[config.mk]
export PLATFORM = sky130hd
export DESIGN_NAME = router_reg_flat
export DESIGN_NICKNAME = d
export VERILOG_FILES = /design/src/rtl/router_reg_if.sv /design/src/rtl/router_reg.sv /design/src/flat_wrapper.sv
export SDC_FILE = /design/constraint.sdc
export NUM_CORES = 1
export LEC_CHECK = 0
export CELL_PAD_IN_SITES_DETAIL_PLACEMENT = 1
export CELL_PAD_IN_SITES_GLOBAL_PLACEMENT = 1
export CORE_ASPECT_RATIO = 0.9
export CORE_MARGIN = 2
export CORE_UTILIZATION = 43
export CTS_CLUSTER_SIZE = 28
export DETAILED_ROUTE_END_ITERATION = 8
export PLACE_DENSITY_LB_ADDON = 0.08
export SLEW_MARGIN = 40
export SYNTH_ARGS = -nofsm -noshare
export SYNTH_HDL_FRONTEND = slang
export SYNTH_SLANG_ARGS = --single-unit
[constraint.sdc]
create_clock -name clock -period 1.4 [get_ports clock]
set_clock_uncertainty 0.2 [all_clocks]
set_input_delay 0.28 -clock clock [delete_from_list [all_inputs] [get_ports clock]]
set_output_delay 0.28 -clock clock [all_outputs]
set_load 0.05 [all_outputs]
[src/rtl/router_reg_if.sv]
// Handshake/data bundle between the router FSM/source side and the router_reg datapath.
interface router_reg_if;
   logic       pkt_valid;
   logic [7:0] data_in;
   logic       fifo_full;
   logic       detect_add;
   logic       lfd_state;
   logic       ld_state;
   logic       laf_state;
   logic       full_state;
   logic       rst_int_reg;
   logic [7:0] dout;
   logic       parity_done;
   logic       low_pkt_valid;
   logic       err;

   modport master (
      output pkt_valid, data_in, fifo_full, detect_add, lfd_state, ld_state, laf_state,
             full_state, rst_int_reg,
      input  dout, parity_done, low_pkt_valid, err
   );

   modport slave (
      input  pkt_valid, data_in, fifo_full, detect_add, lfd_state, ld_state, laf_state,
             full_state, rst_int_reg,
      output dout, parity_done, low_pkt_valid, err
   );
endinterface

[src/rtl/router_reg.sv]
// Router datapath register: latches the header, forwards bytes to the FIFO write port,
// parks one byte while the FIFO is full, and checks running XOR parity against the
// received parity byte.
module router_reg (
   input  logic        clock,
   input  logic        resetn,
   router_reg_if.slave bus
);
   logic [7:0] header_reg;
   logic [7:0] full_byte_reg;
   logic [7:0] int_parity;
   logic [7:0] pkt_parity;
   logic [7:0] dout;
   logic       parity_done;
   logic       low_pkt_valid;
   logic       err;

   assign bus.dout          = dout;
   assign bus.parity_done   = parity_done;
   assign bus.low_pkt_valid = low_pkt_valid;
   assign bus.err           = err;

   // Capture the header in DECODE; address 3 is not a real port and is ignored.
   always_ff @(posedge clock or negedge resetn) begin
      if (!resetn) begin
         header_reg <= '0;
      end else if (bus.detect_add && bus.pkt_valid && (bus.data_in[1:0] != 2'b11)) begin
         header_reg <= bus.data_in;
      end
   end

   // FIFO write byte; a byte arriving while full is parked and replayed in LOAD_AFTER_FULL.
   always_ff @(posedge clock or negedge resetn) begin
      if (!resetn) begin
         dout          <= '0;
         full_byte_reg <= '0;
      end else if (bus.lfd_state) begin
         dout <= header_reg;
      end else if (bus.ld_state && !bus.fifo_full) begin
         dout <= bus.data_in;
      end else if (bus.ld_state && bus.fifo_full) begin
         full_byte_reg <= bus.data_in;
      end else if (bus.laf_state) begin
         dout <= full_byte_reg;
      end
   end

   // Running XOR over header and payload; the parity byte itself is never folded in.
   always_ff @(posedge clock or negedge resetn) begin
      if (!resetn) begin
         int_parity <= '0;
      end else if (bus.detect_add) begin
         int_parity <= '0;
      end else if (bus.lfd_state) begin
         int_parity <= int_parity ^ header_reg;
      end else if (bus.ld_state && bus.pkt_valid && !bus.full_state) begin
         int_parity <= int_parity ^ bus.data_in;
      end
   end

   // Received parity byte: the LOAD_DATA byte with pkt_valid low.
   always_ff @(posedge clock or negedge resetn) begin
      if (!resetn) begin
         pkt_parity <= '0;
      end else if (bus.ld_state && !bus.pkt_valid) begin
         pkt_parity <= bus.data_in;
      end
   end

   // End-of-packet seen; held until the FSM reaches the parity check.
   always_ff @(posedge clock or negedge resetn) begin
      if (!resetn) begin
         low_pkt_valid <= 1'b0;
      end else if (bus.rst_int_reg) begin
         low_pkt_valid <= 1'b0;
      end else if (bus.ld_state && !bus.pkt_valid) begin
         low_pkt_valid <= 1'b1;
      end
   end

   // Parity byte captured, either directly or after being parked behind a full FIFO.
   always_ff @(posedge clock or negedge resetn) begin
      if (!resetn) begin
         parity_done <= 1'b0;
      end else if (bus.detect_add) begin
         parity_done <= 1'b0;
      end else if ((bus.ld_state && !bus.fifo_full && !bus.pkt_valid) ||
                   (bus.laf_state && low_pkt_valid && !parity_done)) begin
         parity_done <= 1'b1;
      end
   end

   // Parity mismatch flag, evaluated once the parity byte is in.
   always_ff @(posedge clock or negedge resetn) begin
      if (!resetn) begin
         err <= 1'b0;
      end else if (bus.detect_add) begin
         err <= 1'b0;
      end else if (parity_done) begin
         err <= (int_parity != pkt_parity);
      end
   end
endmodule

[src/flat_wrapper.sv]
// flat-port wrapper written by rule: the top's interface ports become plain ports
module router_reg_flat 
  (clock, resetn, bus_pkt_valid, bus_data_in, bus_fifo_full, bus_detect_add, bus_lfd_state, bus_ld_state, bus_laf_state, bus_full_state, bus_rst_int_reg, bus_dout, bus_parity_done, bus_low_pkt_valid, bus_err);
  router_reg_if bus_i ();
  input  logic clock;
  input  logic resetn;
  input wire logic [$bits(bus_i.pkt_valid)-1:0] bus_pkt_valid;
  input wire logic [$bits(bus_i.data_in)-1:0] bus_data_in;
  input wire logic [$bits(bus_i.fifo_full)-1:0] bus_fifo_full;
  input wire logic [$bits(bus_i.detect_add)-1:0] bus_detect_add;
  input wire logic [$bits(bus_i.lfd_state)-1:0] bus_lfd_state;
  input wire logic [$bits(bus_i.ld_state)-1:0] bus_ld_state;
  input wire logic [$bits(bus_i.laf_state)-1:0] bus_laf_state;
  input wire logic [$bits(bus_i.full_state)-1:0] bus_full_state;
  input wire logic [$bits(bus_i.rst_int_reg)-1:0] bus_rst_int_reg;
  output wire logic [$bits(bus_i.dout)-1:0] bus_dout;
  output wire logic [$bits(bus_i.parity_done)-1:0] bus_parity_done;
  output wire logic [$bits(bus_i.low_pkt_valid)-1:0] bus_low_pkt_valid;
  output wire logic [$bits(bus_i.err)-1:0] bus_err;
  assign bus_i.pkt_valid = bus_pkt_valid;
  assign bus_i.data_in = bus_data_in;
  assign bus_i.fifo_full = bus_fifo_full;
  assign bus_i.detect_add = bus_detect_add;
  assign bus_i.lfd_state = bus_lfd_state;
  assign bus_i.ld_state = bus_ld_state;
  assign bus_i.laf_state = bus_laf_state;
  assign bus_i.full_state = bus_full_state;
  assign bus_i.rst_int_reg = bus_rst_int_reg;
  assign bus_dout = bus_i.dout;
  assign bus_parity_done = bus_i.parity_done;
  assign bus_low_pkt_valid = bus_i.low_pkt_valid;
  assign bus_err = bus_i.err;
  router_reg u_core (.clock(clock), .resetn(resetn), .bus(bus_i));
endmodule
==> flow_summary.json <==
{
  "hp-class": "input pin to flop",
  "ys.flop_type": "dfrtp_1",
  "clk_latency_ps": 300,
  "layout_worst_path_cycle_share_pct": 103,
  "cap_violations": 0,
  "r2r_end": "u_core.bus.err$_DFFE_PN0P_",
  "clkSinkCount": 43,
  "ant_nets": 0,
  "internal_power_mw": 2.55,
  "final_hold_viol_count": 0,
  "netlist_area_mm2": 0.00207,
  "synth_area_leaders": "dfrtp_1 52%, mux2_2 10%, mux2i_1 6.3%",
  "num_io_pins": 29,
  "cts_made_buffers": 5,
  "peakVddDrop_uv": 906,
  "max_freq_mhz": 692,
  "dp.final_hpwl_um": 4080,
  "hp-start": "bus_data_in[2]",
  "cpPeakStageDelay_ps": 410,
  "setup_violations": 1,
  "critical-path-slowest-cell": "dfrtp_1",
  "clk_pin_slew_worst_paths_ps": 80,
  "yosysSeqAreaShare_pct": 51.9,
  "initial_core_util_pct": 45.6,
  "viasPerCell": 5.30,
  "num_rows": 23,
  "final_nets": 249,
  "timing.final.ws_setup_ps": -44.5,
  "dr.pass1.iters": 4,
  "core_area_mm2": 0.00455,
  "cp.required_ps": 1360,
  "critPathTopFamily": "flip-flops",
  "synthTopCellsByCount": "43 x dfrtp_1, 20 x nor2_1, 19 x mux2_2",
  "drt-total-wl_um": 5990,
  "cp_cell_sequence": "xor2_1 > nor4_2 > a311oi_1",
  "fin_crit_ps": 1440,
  "grt_max_degree": 44,
  "clockPowerShare_pct": 23.6,
  "switching_share_pct": 31.8,
  "async_flop_share_pct": 100,
  "reg2reg_from": "u_core.pkt_parity[7]$_DFFE_PN0P_",
  "finalNonFillerCells": 294,
  "start_kind": "flop",
  "powerDensity_mw_per_mm2": 1250,
  "cp.arrival_ps": 1410,
  "grt_usage_pct": 24.2,
  "io_buffers": 28,
  "gp_congestion": 0.794,
  "worstMarginPinSlew_ps": 279,
  "synth-seq-cells": 43,
  "pwr-share-comb_pct": 32.2,
  "syn_inst": 171,
  "p_sw_mw": 1.19,
  "violations": "negative setup slack",
  "synth.top_cell.area_share_pct": 51.9,
  "wl_per_cell_um": 20.4,
  "slew_headroom_pct": 80.9,
  "clockBufferDepth": 2,
  "holdPathEnd": "u_core.header_reg[2]$_DFFE_PN0P_",
  "p_leak_nw": 1.37,
  "grt_pass1_vias": 1854,
  "syn_avg_cell_area_um2": 12.1,
  "yosys_warnings": 0,
  "cp_max_fo": 2,
  "cts_tree": "yes",
  "path_class": "flop to flop",
  "rsz0062_at_grt": "true",
  "regToRegSetupSlack_ps": -40,
  "vias": 1559,
  "die_area_mm2": 0.00539,
  "status": "finished with violations",
  "synth_edf_count": 0,
  "synth_cell_types": 28,
  "htreeDepth": 2,
  "antenna_found_initial": 0,
  "r2r_cells": 3,
  "area_delta_synth_final_pct": 44.5,
  "drv_slew": 0,
  "setup.worst_path.end_class": "flop",
  "synth_fp_nets": 189,
  "crit_buf_inv": 0,
  "drive_gt1_share_pct": 43.5,
  "seqPwrFrac_pct": 44.2,
  "die_w_um": 77.2,
  "holdPathStages": 2,
  "grt_pass1_wl_um": 9850,
  "yosysMostFrequentCell": "dfrtp_1",
  "place_ws_ps": -645,
  "startpoint": "u_core.pkt_parity[7]$_DFFE_PN0P_",
  "die_h_um": 69.9,
  "yosys.area.top_type": "dfrtp_1",
  "drc": 0,
  "antenna_cells": 0,
  "clk_root_buffer_cell": "clkbuf_8",
  "drt_iter0_markers": 34,
  "gr-total-overflow": 0,
  "dp_cells": 281
}
-- power by group through the flow --
stage / clock network (mW) / registers [mW] / logic [mW]
6_report: 0.884 / 1.65 / 1.20
4_1_cts: 0.905 / 1.65 / 1.18
3_5_place_dp: 0 / 1.67 / 1.12
5_1_grt: 0.941 / 1.68 / 1.28
2_1_floorplan: 0 / 1.77 / 0.457
3_3_place_gp: 0 / 1.64 / 1.08
-- layout by cell type (no fill, tap or decap), drive strengths merged, types with 4 or more instances in the layout --
cell | Yosys | routed
nor2 | 20 | 20
nand2 | 11 | 11
clkdlybuf4s50 | 0 | 4
xnor2 | 13 | 13
mux2 | 27 | 27
dlygate4sd2 | 0 | 4
buf | 6 | 44
dlymetal6s2s | 0 | 5
clkbuf | 1 | 9
o21ai | 5 | 5
mux2i | 13 | 13
a21oi | 11 | 11
dfrtp | 43 | 43
-- how the worst max path moves through the flow --
stage / endpoint / slack [ps] / cells after the start
2_1_floorplan: u_core.full_byte_reg[0]$_DFFE_PN0P_ / 6 / 5
3_3_place_gp: u_core.bus.dout[1]$_DFFE_PN0P_ / -600 / 5
3_5_place_dp: u_core.bus.dout[0]$_DFFE_PN0P_ / -640 / 5
4_1_cts: u_core.int_parity[5]$_DFFE_PN0P_ / -20 / 6
5_1_grt: u_core.bus.err$_DFFE_PN0P_ / -100 / 4
6_report: u_core.bus.err$_DFFE_PN0P_ / -40 / 3
-- cells by family after synthesis --
family,Yosys count,share of synthesized area [%]
flops,43,51.9
buf+inv,8,2.59
xor+xnor,16,6.76
simple gates,40,8.87
compound gates,24,7.48
mux,40,22.4
-- metal layers --
metal	wire [um]	track usage (%)	vias to the layer above
li1	-	-	714
met1	2490	27.8	801
met2	3190	44.5	34
met3	194	4.91	10
met4	115	8.13	0
met5	0	0	-
-- through the flow --
stage                     power [mW]  hold WS, ps  utilization, %  setup TNS (ps)  area, um2
after floorplan                 2.23         -216               -               0       2080
after global placement          2.73         71.8            60.0          -20280       2730
after detailed placement        2.79         87.5            60.0          -22300       2730
after CTS                       3.73          293            64.5           -69.1       2930
after global routing            3.90          226            65.9            -129       3000
final                           3.74          210            65.9           -44.5       3000
-- worst reg2reg max path, cell delays in order (launching register included) --
cell,delay (ps)
dfrtp_1,410
xor2_1,190
nor4_2,350
a311oi_1,160
-- cell type report --
cell class              count  area [um2]
clock buffers               8         100
multi-input cells         120        1060
repair buffers             60         673
fillers                   452        1550
inverters                   1        3.75
well taps                  62        77.6
flip-flops and latches     43        1080
-- repair_timing --
action | 4_1_cts | 5_1_grt
pin swaps | 2 | 2
setup endpoints to repair | 42 | 25
resized for setup | 28 | 20
buffers inserted | 3 | 0
hold buffers | 1 | 0
endpoints found under the hold margin | 43 | 0
gates cloned | 1 | 0
Note: power is estimated with default switching activity, not from simulation.
